File: src/rtl/uba_intr_arb.sv
// UBA interrupt arbiter: collects BR7..BR4 device requests, reports HI/LO
// pending status, maps them onto CPU PI levels and sequences the
// vector-acknowledge handshake (select, grant, collect vector or time out).
module uba_intr_arb #(
    parameter int NDEV   = 4,
    parameter int TMOCNT = 63
) (
    input  logic              clk,
    input  logic              rst_n,
    input  logic [4*NDEV-1:0] devINTR,
    input  logic [2:0]        statPIH,
    input  logic [2:0]        statPIL,
    input  logic              statINI,
    output logic              statINTHI,
    output logic              statINTLO,
    output logic [6:0]        busINTR,
    input  logic              ackREQ,
    input  logic [2:0]        ackPI,
    output logic              ackBUSY,
    output logic              ackDONE,
    output logic [15:0]       ackVECT,
    output logic [NDEV-1:0]   devACK,
    output logic [1:0]        devACKBR,
    input  logic              devVECTVLD,
    input  logic [15:0]       devVECT,
    output logic              setTMO
);

    localparam int DW = (NDEV > 1) ? $clog2(NDEV) : 1;
    localparam int CW = $clog2(TMOCNT + 1);

    typedef enum logic [1:0] {
        ST_IDLE  = 2'd0,
        ST_GRANT = 2'd1,
        ST_WAIT  = 2'd2,
        ST_DONE  = 2'd3
    } state_t;

    state_t          state_r;
    logic [DW-1:0]   rr_r;
    logic [CW-1:0]   cnt_r;
    logic            hi_r;
    logic            lo_r;
    logic [6:0]      bus_r;
    logic            ack_done_r;
    logic [15:0]     ack_vect_r;
    logic [NDEV-1:0] dev_ack_r;
    logic [1:0]      dev_ack_br_r;
    logic            set_tmo_r;

    logic [NDEV-1:0] br_mask_s [4];
    logic            hi_any_s;
    logic            lo_any_s;
    logic            hi_match_s;
    logic            lo_match_s;
    logic [1:0]      sel_br_s;
    logic [NDEV-1:0] sel_mask_s;
    logic [DW-1:0]   sel_dev_s;
    logic [NDEV-1:0] sel_onehot_s;
    logic            found_s;
    logic [DW:0]     idx_s;
    logic [6:0]      bus_s;

    // Split the request vector into per-BR device masks and summarise them.
    always_comb begin
        for (int b = 0; b < 4; b++) begin
            for (int d = 0; d < NDEV; d++) begin
                br_mask_s[b][d] = devINTR[4*d+b];
            end
        end
        hi_any_s = (|br_mask_s[3]) | (|br_mask_s[2]);
        lo_any_s = (|br_mask_s[1]) | (|br_mask_s[0]);
        bus_s    = 7'd0;
        bus_s    = (hi_any_s && statPIH != 3'd0) ? (bus_s | (7'd1 << (statPIH - 3'd1))) : bus_s;
        bus_s    = (lo_any_s && statPIL != 3'd0) ? (bus_s | (7'd1 << (statPIL - 3'd1))) : bus_s;
    end

    // Decide which group answers the acknowledge and pick the device:
    // highest BR in the group, then round-robin starting after rr_r.
    always_comb begin
        hi_match_s = ackREQ && (ackPI == statPIH) && (statPIH != 3'd0) && hi_any_s;
        lo_match_s = ackREQ && (ackPI == statPIL) && (statPIL != 3'd0) && lo_any_s;
        if (hi_match_s) begin
            sel_br_s = (|br_mask_s[3]) ? 2'd3 : 2'd2;
        end else if (lo_match_s) begin
            sel_br_s = (|br_mask_s[1]) ? 2'd1 : 2'd0;
        end else begin
            sel_br_s = 2'd0;
        end
        sel_mask_s = br_mask_s[sel_br_s];
        sel_dev_s  = '0;
        found_s    = 1'b0;
        idx_s      = '0;
        for (int i = 0; i < NDEV; i++) begin
            idx_s     = {1'b0, rr_r} + (DW+1)'(i + 1);
            idx_s     = (idx_s >= (DW+1)'(NDEV)) ? (idx_s - (DW+1)'(NDEV)) : idx_s;
            sel_dev_s = (!found_s && sel_mask_s[idx_s[DW-1:0]]) ? idx_s[DW-1:0] : sel_dev_s;
            found_s   = found_s | sel_mask_s[idx_s[DW-1:0]];
        end
        for (int d = 0; d < NDEV; d++) begin
            sel_onehot_s[d] = (sel_dev_s == DW'(d));
        end
    end

    // Status/PI registers and the acknowledge sequencer with its outputs.
    always_ff @(posedge clk or negedge rst_n) begin
        if (!rst_n) begin
            state_r      <= ST_IDLE;
            rr_r         <= DW'(NDEV - 1);
            cnt_r        <= '0;
            hi_r         <= 1'b0;
            lo_r         <= 1'b0;
            bus_r        <= 7'd0;
            ack_done_r   <= 1'b0;
            ack_vect_r   <= 16'd0;
            dev_ack_r    <= '0;
            dev_ack_br_r <= 2'd0;
            set_tmo_r    <= 1'b0;
        end else begin
            hi_r       <= hi_any_s;
            lo_r       <= lo_any_s;
            bus_r      <= bus_s;
            ack_done_r <= 1'b0;
            set_tmo_r  <= 1'b0;
            case (state_r)
                ST_IDLE: begin
                    if (ackREQ) begin
                        ack_vect_r <= 16'd0;
                        if (hi_match_s || lo_match_s) begin
                            dev_ack_r    <= sel_onehot_s;
                            dev_ack_br_r <= sel_br_s;
                            state_r      <= ST_GRANT;
                        end else begin
                            ack_done_r <= 1'b1;
                            state_r    <= ST_DONE;
                        end
                    end else begin
                        state_r <= ST_IDLE;
                    end
                end
                ST_GRANT: begin
                    cnt_r <= '0;
                    if (statINI) begin
                        dev_ack_r    <= '0;
                        dev_ack_br_r <= 2'd0;
                        ack_done_r   <= 1'b1;
                        state_r      <= ST_DONE;
                    end else begin
                        state_r <= ST_WAIT;
                    end
                end
                ST_WAIT: begin
                    if (statINI) begin
                        dev_ack_r    <= '0;
                        dev_ack_br_r <= 2'd0;
                        ack_vect_r   <= 16'd0;
                        ack_done_r   <= 1'b1;
                        state_r      <= ST_DONE;
                    end else if (devVECTVLD) begin
                        ack_vect_r   <= devVECT;
                        rr_r         <= sel_dev_from_ack(dev_ack_r);
                        dev_ack_r    <= '0;
                        dev_ack_br_r <= 2'd0;
                        ack_done_r   <= 1'b1;
                        state_r      <= ST_DONE;
                    end else if (cnt_r == CW'(TMOCNT - 1)) begin
                        dev_ack_r    <= '0;
                        dev_ack_br_r <= 2'd0;
                        ack_vect_r   <= 16'd0;
                        ack_done_r   <= 1'b1;
                        set_tmo_r    <= 1'b1;
                        state_r      <= ST_DONE;
                    end else begin
                        cnt_r <= cnt_r + CW'(1);
                    end
                end
                ST_DONE: begin
                    state_r <= ST_IDLE;
                end
                default: begin
                    state_r <= ST_IDLE;
                end
            endcase
        end
    end

    // Index of the single set bit in the grant vector.
    function automatic logic [DW-1:0] sel_dev_from_ack(input logic [NDEV-1:0] onehot);
        logic [DW-1:0] res;
        res = '0;
        for (int d = 0; d < NDEV; d++) begin
            res = onehot[d] ? DW'(d) : res;
        end
        return res;
    endfunction

    assign statINTHI = hi_r;
    assign statINTLO = lo_r;
    assign busINTR   = bus_r;
    assign ackBUSY   = (state_r != ST_IDLE);
    assign ackDONE   = ack_done_r;
    assign ackVECT   = ack_vect_r;
    assign devACK    = dev_ack_r;
    assign devACKBR  = dev_ack_br_r;
    assign setTMO    = set_tmo_r;

endmodule

File: config.mk
export PLATFORM = sky130hd
export DESIGN_NAME = uba_intr_arb
export DESIGN_NICKNAME = d
export VERILOG_FILES = /design/src/rtl/uba_intr_arb.sv
export SDC_FILE = /design/constraint.sdc
export NUM_CORES = 1
export LEC_CHECK = 0
export ABC_AREA = 1
export BUFFER_PORTS_ARGS = -buffer_cell sky130_fd_sc_hd__buf_2
export CAP_MARGIN = 20
export CELL_PAD_IN_SITES_DETAIL_PLACEMENT = 0
export CELL_PAD_IN_SITES_GLOBAL_PLACEMENT = 2
export CORE_ASPECT_RATIO = 0.7
export CORE_MARGIN = 5
export CORE_UTILIZATION = 31
export DETAILED_ROUTE_END_ITERATION = 8
export GPL_ROUTABILITY_DRIVEN = 0
export MAX_ROUTING_LAYER = met4
export PLACE_DENSITY_LB_ADDON = 0.1
export SYNTH_ARGS = -nofsm -noshare
export SYNTH_HDL_FRONTEND = slang
export SYNTH_SLANG_ARGS = --single-unit
File: constraint.sdc
create_clock -name clk -period 3.5 [get_ports clk]
set_input_delay 1.05 -clock clk [delete_from_list [all_inputs] [get_ports clk]]
set_output_delay 1.05 -clock clk [all_outputs]
set_load 0.01 [all_outputs]
==> results of run 1 <==
[cells by family after synthesis]
| group | synth area share, % |
|---|---|
| DFF | 39.9 |
| buffers and inverters | 10.7 |
| and+or+nand+nor | 32.7 |
| AOI/OAI and AO/OA | 12.4 |
| adders and majority gates | 3.24 |
| xor gates and xnor gates | 0.972 |
[cell type report]
type | instances | area (µm²)
well taps | 120 | 150
fillers | 925 | 5080
flip-flops and latches | 43 | 1080
multi-input cells | 245 | 1340
repair buffers | 81 | 423
clock buffers | 6 | 129
inverters | 68 | 255
clock inverters | 1 | 30.0
[power by group through the flow]
| stage | logic [mW] | registers, mW | clock network (mW) |
|---|---|---|---|
| floorplan | 0.711 | 0.704 | 0 |
| global route | 1.16 | 0.705 | 0.549 |
| global placement | 1.02 | 0.698 | 0 |
| detailed placement | 1.01 | 0.697 | 0 |
| finish | 1.00 | 0.688 | 0.513 |
| CTS | 1.02 | 0.689 | 0.529 |
[routing by layer]
metal,vias to the layer above,part of all wire (%),track usage [%]
met1,1144,53,20.7
met3,5,6.1,4.13
met2,61,40,19.5
met4,0,0.77,3.15
met5,-,0,-
li1,1325,-,-
[sequential cells by signal (all words and copies together), names as in the netlist]
name,cells
busINTR,7
statINTHI,1
devACK,4
ackDONE,1
cnt_r,6
setTMO,1
devACKBR,2
statINTLO,1
rr_r,2
ackVECT,16
state_r,2
[cell usage after synthesis, types with 2 or more instances]
| cell | instances | area, µm² |
|---|---|---|
| a21oi_1 | 5 | 25.0 |
| a21oi_2 | 4 | 35.0 |
| a32o_1 | 4 | 40.0 |
| clkbuf_1 | 4 | 15.0 |
| dfrtp_1 | 41 | 1030 |
| dfstp_2 | 2 | 52.6 |
| ha_1 | 7 | 87.6 |
| inv_1 | 63 | 236 |
| inv_2 | 4 | 15.0 |
| nand2_1 | 77 | 289 |
| nand2_2 | 10 | 62.6 |
| nand2_4 | 2 | 22.5 |
| nand3_1 | 43 | 215 |
| nand3_2 | 10 | 100 |
| nand4_1 | 3 | 18.8 |
| nor2_1 | 25 | 93.8 |
| nor2_2 | 6 | 37.5 |
| nor3_1 | 4 | 20.0 |
| o21ai_0 | 25 | 125 |
| o21ai_1 | 3 | 15.0 |
| o31ai_1 | 2 | 15.0 |
| o41ai_1 | 2 | 17.5 |
| xnor2_1 | 2 | 17.5 |
[worst max path at each step]
| stage | from | endpoint | slack [ps] | cells past startpoint |
|---|---|---|---|---|
| 6_report | devINTR[11] | devACK[2] | 490 | 19 |
| 3_3_place_gp | devINTR[3] | devACK[2] | 300 | 19 |
| 3_5_place_dp | devINTR[11] | devACK[2] | 240 | 19 |
| 2_1_floorplan | devINTR[11] | devACK[0] | 810 | 17 |
| 4_1_cts | devINTR[11] | devACK[2] | 550 | 19 |
| 5_1_grt | devINTR[11] | devACK[3] | 260 | 20 |
[metrics by stage]
stage                     worst slack [ps]  power (mW)  std cells  cell area [µm²]  hold slack, ps
after floorplan                        814        1.41        363             2700             503
after detailed placement               241        1.71        556             3220             465
after global placement                 303        1.71        556             3220             470
after CTS                              546        2.23        563             3380             481
final                                  493        2.20        564             3400             478
after global routing                   259        2.41        564             3400             506
[worst register-to-register path, stage by stage (launching register included)]
cell	delay, ps
dfrtp_1	410
inv_1	70
ha_1	150
nand3_1	80
nand3b_1	180
nand2_1	100
nor2_1	110
nor2_1	190
o21a_1	750
nand3_1	150
o21ai_0	120
==> flow_metrics.tcl, run 1 <==
set metrics [dict create \
    antenna_found_initial 0 \
    die_y_um 88.1 \
    postCtsSetupRepairBufs 0 \
    vias 2535 \
    drc 0 \
    drive_above_1_share_pct 28.8 \
    skew_ps 4.46 \
    nets 497 \
    core_um2 8480 \
    intPower_mw 1.28 \
    critPathMaxStageDelay_ps 270 \
    grt_start_max_net_pins 44 \
    maxCapViolCount 0 \
    worst_slew_pin_slew_ps 896 \
    holdPathEnd "devACK[0]" \
    post-dp-hpwl_um 5730 \
    hold_viol_final 0 \
    min_period_over_period_pct 85.9 \
    rr_startpoint "cnt_r[0]" \
    io_buffer_count 79 \
    p_leak_nw 1.80 \
    ys_seq_area_share_pct 39.9 \
    min-delay-start "devACK[0]" \
    n_antenna_cell 0 \
    cts_sinks 43 \
    p_sw_mw 0.919 \
    holdCritPathClass "flip-flop to flip-flop" \
    max_clock_freq_mhz 333 \
    clkTransAtPathRegs_ps 60 \
    cp.required_ps 3670 \
    grt-ovfl-total 0 \
    drt-total-wl_um 7130 \
    synthFlopType "dfrtp_1" \
    path_cells "buf_2 > nor2_1 > nand2_1 > nor2_2 > nor2_2 > nand2_4 > nand2_4 > nand2_2 > nand2_1 > nand2_1 > nand3_2 > nand3_1 > nand2_1 > nor2_2 > nand2_1 > nor2_1 > nor2_2 > nand3_1 > nand2_1" \
    grt_pass1_wl_um 11900 \
    cts_inserted_buffers 5 \
    r2r_cells 10 \
    critPathMaxFanout 12 \
    synth-edff-count 0 \
    clock-root-buffer "clkbuf_16" \
    h-tree-depth 2 \
    finish.utilization_pct 40.1 \
    ys_ff_latch 43 \
    syn-num-nets 416 \
    fin_tns_setup_ps 0 \
    ios 80 \
    setup_violations 0 \
    ant_nets 0 \
    cts-resized-gates 0 \
    drtIter0Drc 184 \
    rr_endpoint "ackVECT[5]" \
    syn_inst 363 \
    die-area_um2 10700 \
    p_comb_share_pct 45.4 \
    layout_commonest_cell "buf_2" \
    worst_ep_arrival_time_ps 3180 \
    rows 28 \
    path_class "primary input to flip-flop" \
    final_cell_mix "buf_2, nand2_1, inv_1, nand3_1, dfrtp_1" \
    crit_top_cell "nand2_1" \
    ctsHoldBuffers 0 \
    clk_path_buf_depth 2 \
    outcome "completed" \
    seqPwrFrac_pct 31.3 \
    yosysWarnings 0 \
    syn_avg_cell_area_um2 7.45 \
    drt-pass1-iter-count 4 \
    grt_usage_pct 14.3 \
    crit_path_end_kind "flip-flop" \
    clk_latency_ps 280 \
    path_delay_family "simple AND/OR/NAND/NOR gates" \
    start_util_pct 31.9 \
    min_period_ps 3010 \
    first_global_vias 2449 \
    vias_per_cell 4.49 \
    min_path_cells 2 \
    async_flop_share_pct 100 \
    netlist_area_um2 2700 \
    syn_to_final_growth_pct 25.8 \
    start_kind "primary input" \
    r2r_slack_ps 1090 \
    relSlewSlack_pct 40.3 \
    crit_buf_inv 1 \
    switching_share_pct 41.7 \
    drt-wirelength-per-cell_um 12.6 \
    pwr-share-clk_pct 23.3 \
    fp.dieW_um 122 \
    ys_types 38 \
    rsz0062_at_grt "no" \
    powerDensity_nw_per_um2 647 \
    cp_slowest_cell "nor2_2" \
    cts_tree "built" \
    slew_viol_final 0 \
    max-vdd-ir-drop_v 0.000270 \
]
Power figures use the tool's default switching activity.
==> inputs of run 2 (changes only) <==
Settings changed: MAX_ROUTING_LAYER met4 to default, SKIP_CTS_REPAIR_TIMING from default to 1.
==> run 2 against run 1 <==
Clock power barely moved. Global-route usage shrank 0.40 points. Count of clock-buffer cells in the layout unchanged. Cell count is the same. Critical endpoint unchanged. Highest routed layer unchanged.
==> flow_metrics.tcl, run 2 (synthesized netlist as in run 1, its figures left out) <==
set metrics [dict create \
    dp_slack_ps 241 \
    layout_commonest_cell "buf_2" \
    clk_latency_ps 280 \
    die-area_um2 10700 \
    fp.dieW_um 122 \
    cts_inserted_buffers 5 \
    drtIter0Drc 189 \
    h-tree-depth 2 \
    rsz0062_at_grt "no" \
    cp.required_ps 3670 \
    setup_violations 0 \
    relSlewSlack_pct 40.3 \
    setup_ws_ps 501 \
    io_buffer_count 79 \
    grt-ovfl-total 0 \
    grt_usage_pct 13.9 \
    grt_start_max_net_pins 44 \
    p_comb_share_pct 45.4 \
    powerDensity_nw_per_um2 648 \
    drive_above_1_share_pct 28.8 \
    nets 497 \
    cts_tree "built" \
    worst_ep_arrival_time_ps 3170 \
    final_cell_mix "buf_2, nand2_1, inv_1, nand3_1, dfrtp_1" \
    min_period_ps 3000 \
    min_period_over_period_pct 85.7 \
    syn_to_final_growth_pct 25.8 \
    die_y_um 88.1 \
    fillers 925 \
    first_global_vias 2443 \
    hold_viol_final 0 \
    worst_slew_pin_slew_ps 896 \
    ios 80 \
    largest_reg_flops 16 \
    cts_sinks 43 \
    core_um2 8480 \
    p_leak_nw 1.80 \
    clk_path_buf_depth 2 \
    vias_per_cell 4.51 \
    start_util_pct 31.9 \
    max-vdd-ir-drop_v 0.000269 \
    clock-root-buffer "clkbuf_16" \
    seqPwrFrac_pct 31.3 \
    drc 0 \
    pwr-share-clk_pct 23.3 \
    drt-total-wl_um 7140 \
    slew_viol_final 0 \
    grt_pass1_wl_um 11900 \
    rows 28 \
    max_clock_freq_mhz 333 \
    clkTransAtPathRegs_ps 60 \
    drt-pass1-iter-count 4 \
    drt-wirelength-per-cell_um 12.7 \
    start_kind "primary input" \
    maxCapViolCount 0 \
    fin_tns_setup_ps 0 \
    holdCritPathClass "flip-flop to flip-flop" \
    skew_ps 4.38 \
    critPathMaxFanout 12 \
    antenna_found_initial 0 \
    finish.utilization_pct 40.1 \
    p_sw_mw 0.919 \
    vias 2542 \
    switching_share_pct 41.7 \
    post-dp-hpwl_um 5730 \
    outcome "completed" \
    n_antenna_cell 0 \
    ant_nets 0 \
    path_class "primary input to flip-flop" \
    intPower_mw 1.28 \
    crit_path_end_kind "flip-flop" \
]
==> run 2: cell counts in the layout (fill, tap and decap cells not counted) <==
No cell type changed its count.
==> run 2: worst max-delay path: stages <==
cell and delay [ps]:
buf_2 110, nor2_1 90, nand2_1 130, nor2_2 270, nor2_2 130, nand2_4 180, nand2_4 110, nand2_2 100
nand2_1 60, nand2_1 110, nand3_2 90, nand3_1 140, nand2_1 110, nor2_2 120, nand2_1 70, nor2_1 120
nor2_2 60, nand3_1 70, nand2_1 50
==> run 2: final cells by class <==
class                      instances  area, µm²  share of cell area [%]
timing repair buffer              81        423                    12.4
sequential                        43       1080                    31.7
clock inverter                     1       30.0                   0.883
tap                              120        150                    4.42
clock buffer                       6        129                    3.79
inverter                          68        255                    7.51
multi-input combinational        245       1340                    39.3
==> run 2: power groups by stage <==
stage	registers (mW)	logic, mW	clock network (mW)
after floorplan	0.704	0.711	0
after global placement	0.698	1.02	0
after detailed placement	0.697	1.01	0
after CTS	0.689	1.02	0.529
after global routing	0.705	1.16	0.551
final	0.688	1.00	0.514
==> run 2: path summary, 6_finish.rpt <==
kind / startpoint / slack (ps) / end / depth (start not counted)
hold reg to reg: devACK[0] / 480 / devACK[0] / 2
setup reg to reg: cnt_r[0] / 1090 / ackVECT[5] / 10
setup / recovery: devINTR[11] / 500 / devACK[2] / 19
max in group asynchronous: rst_n / 2310 / rr_r[1] / 2
min in group asynchronous: rst_n / 660 / setTMO / 1
hold / removal: devACK[0] / 480 / devACK[0] / 2
==> run 2: per-stage QoR <==
stage          hold WS, ps  cell area [µm²]  cells  total power [mW]
2_1_floorplan          503             2700    363              1.41
3_3_place_gp           470             3220    556              1.71
3_5_place_dp           465             3220    556              1.71
4_1_cts                481             3380    563              2.23
5_1_grt                506             3400    564              2.42
6_report               478             3400    564              2.20
==> run 2: layer usage <==
layer | wire length, µm | up-vias | global-route usage, %
li1 | - | 1327 | -
met1 | 3740 | 1147 | 20.8
met2 | 2880 | 64 | 19.4
met3 | 479 | 4 | 4.52
met4 | 42 | 0 | 2.85
met5 | 0 | - | 0
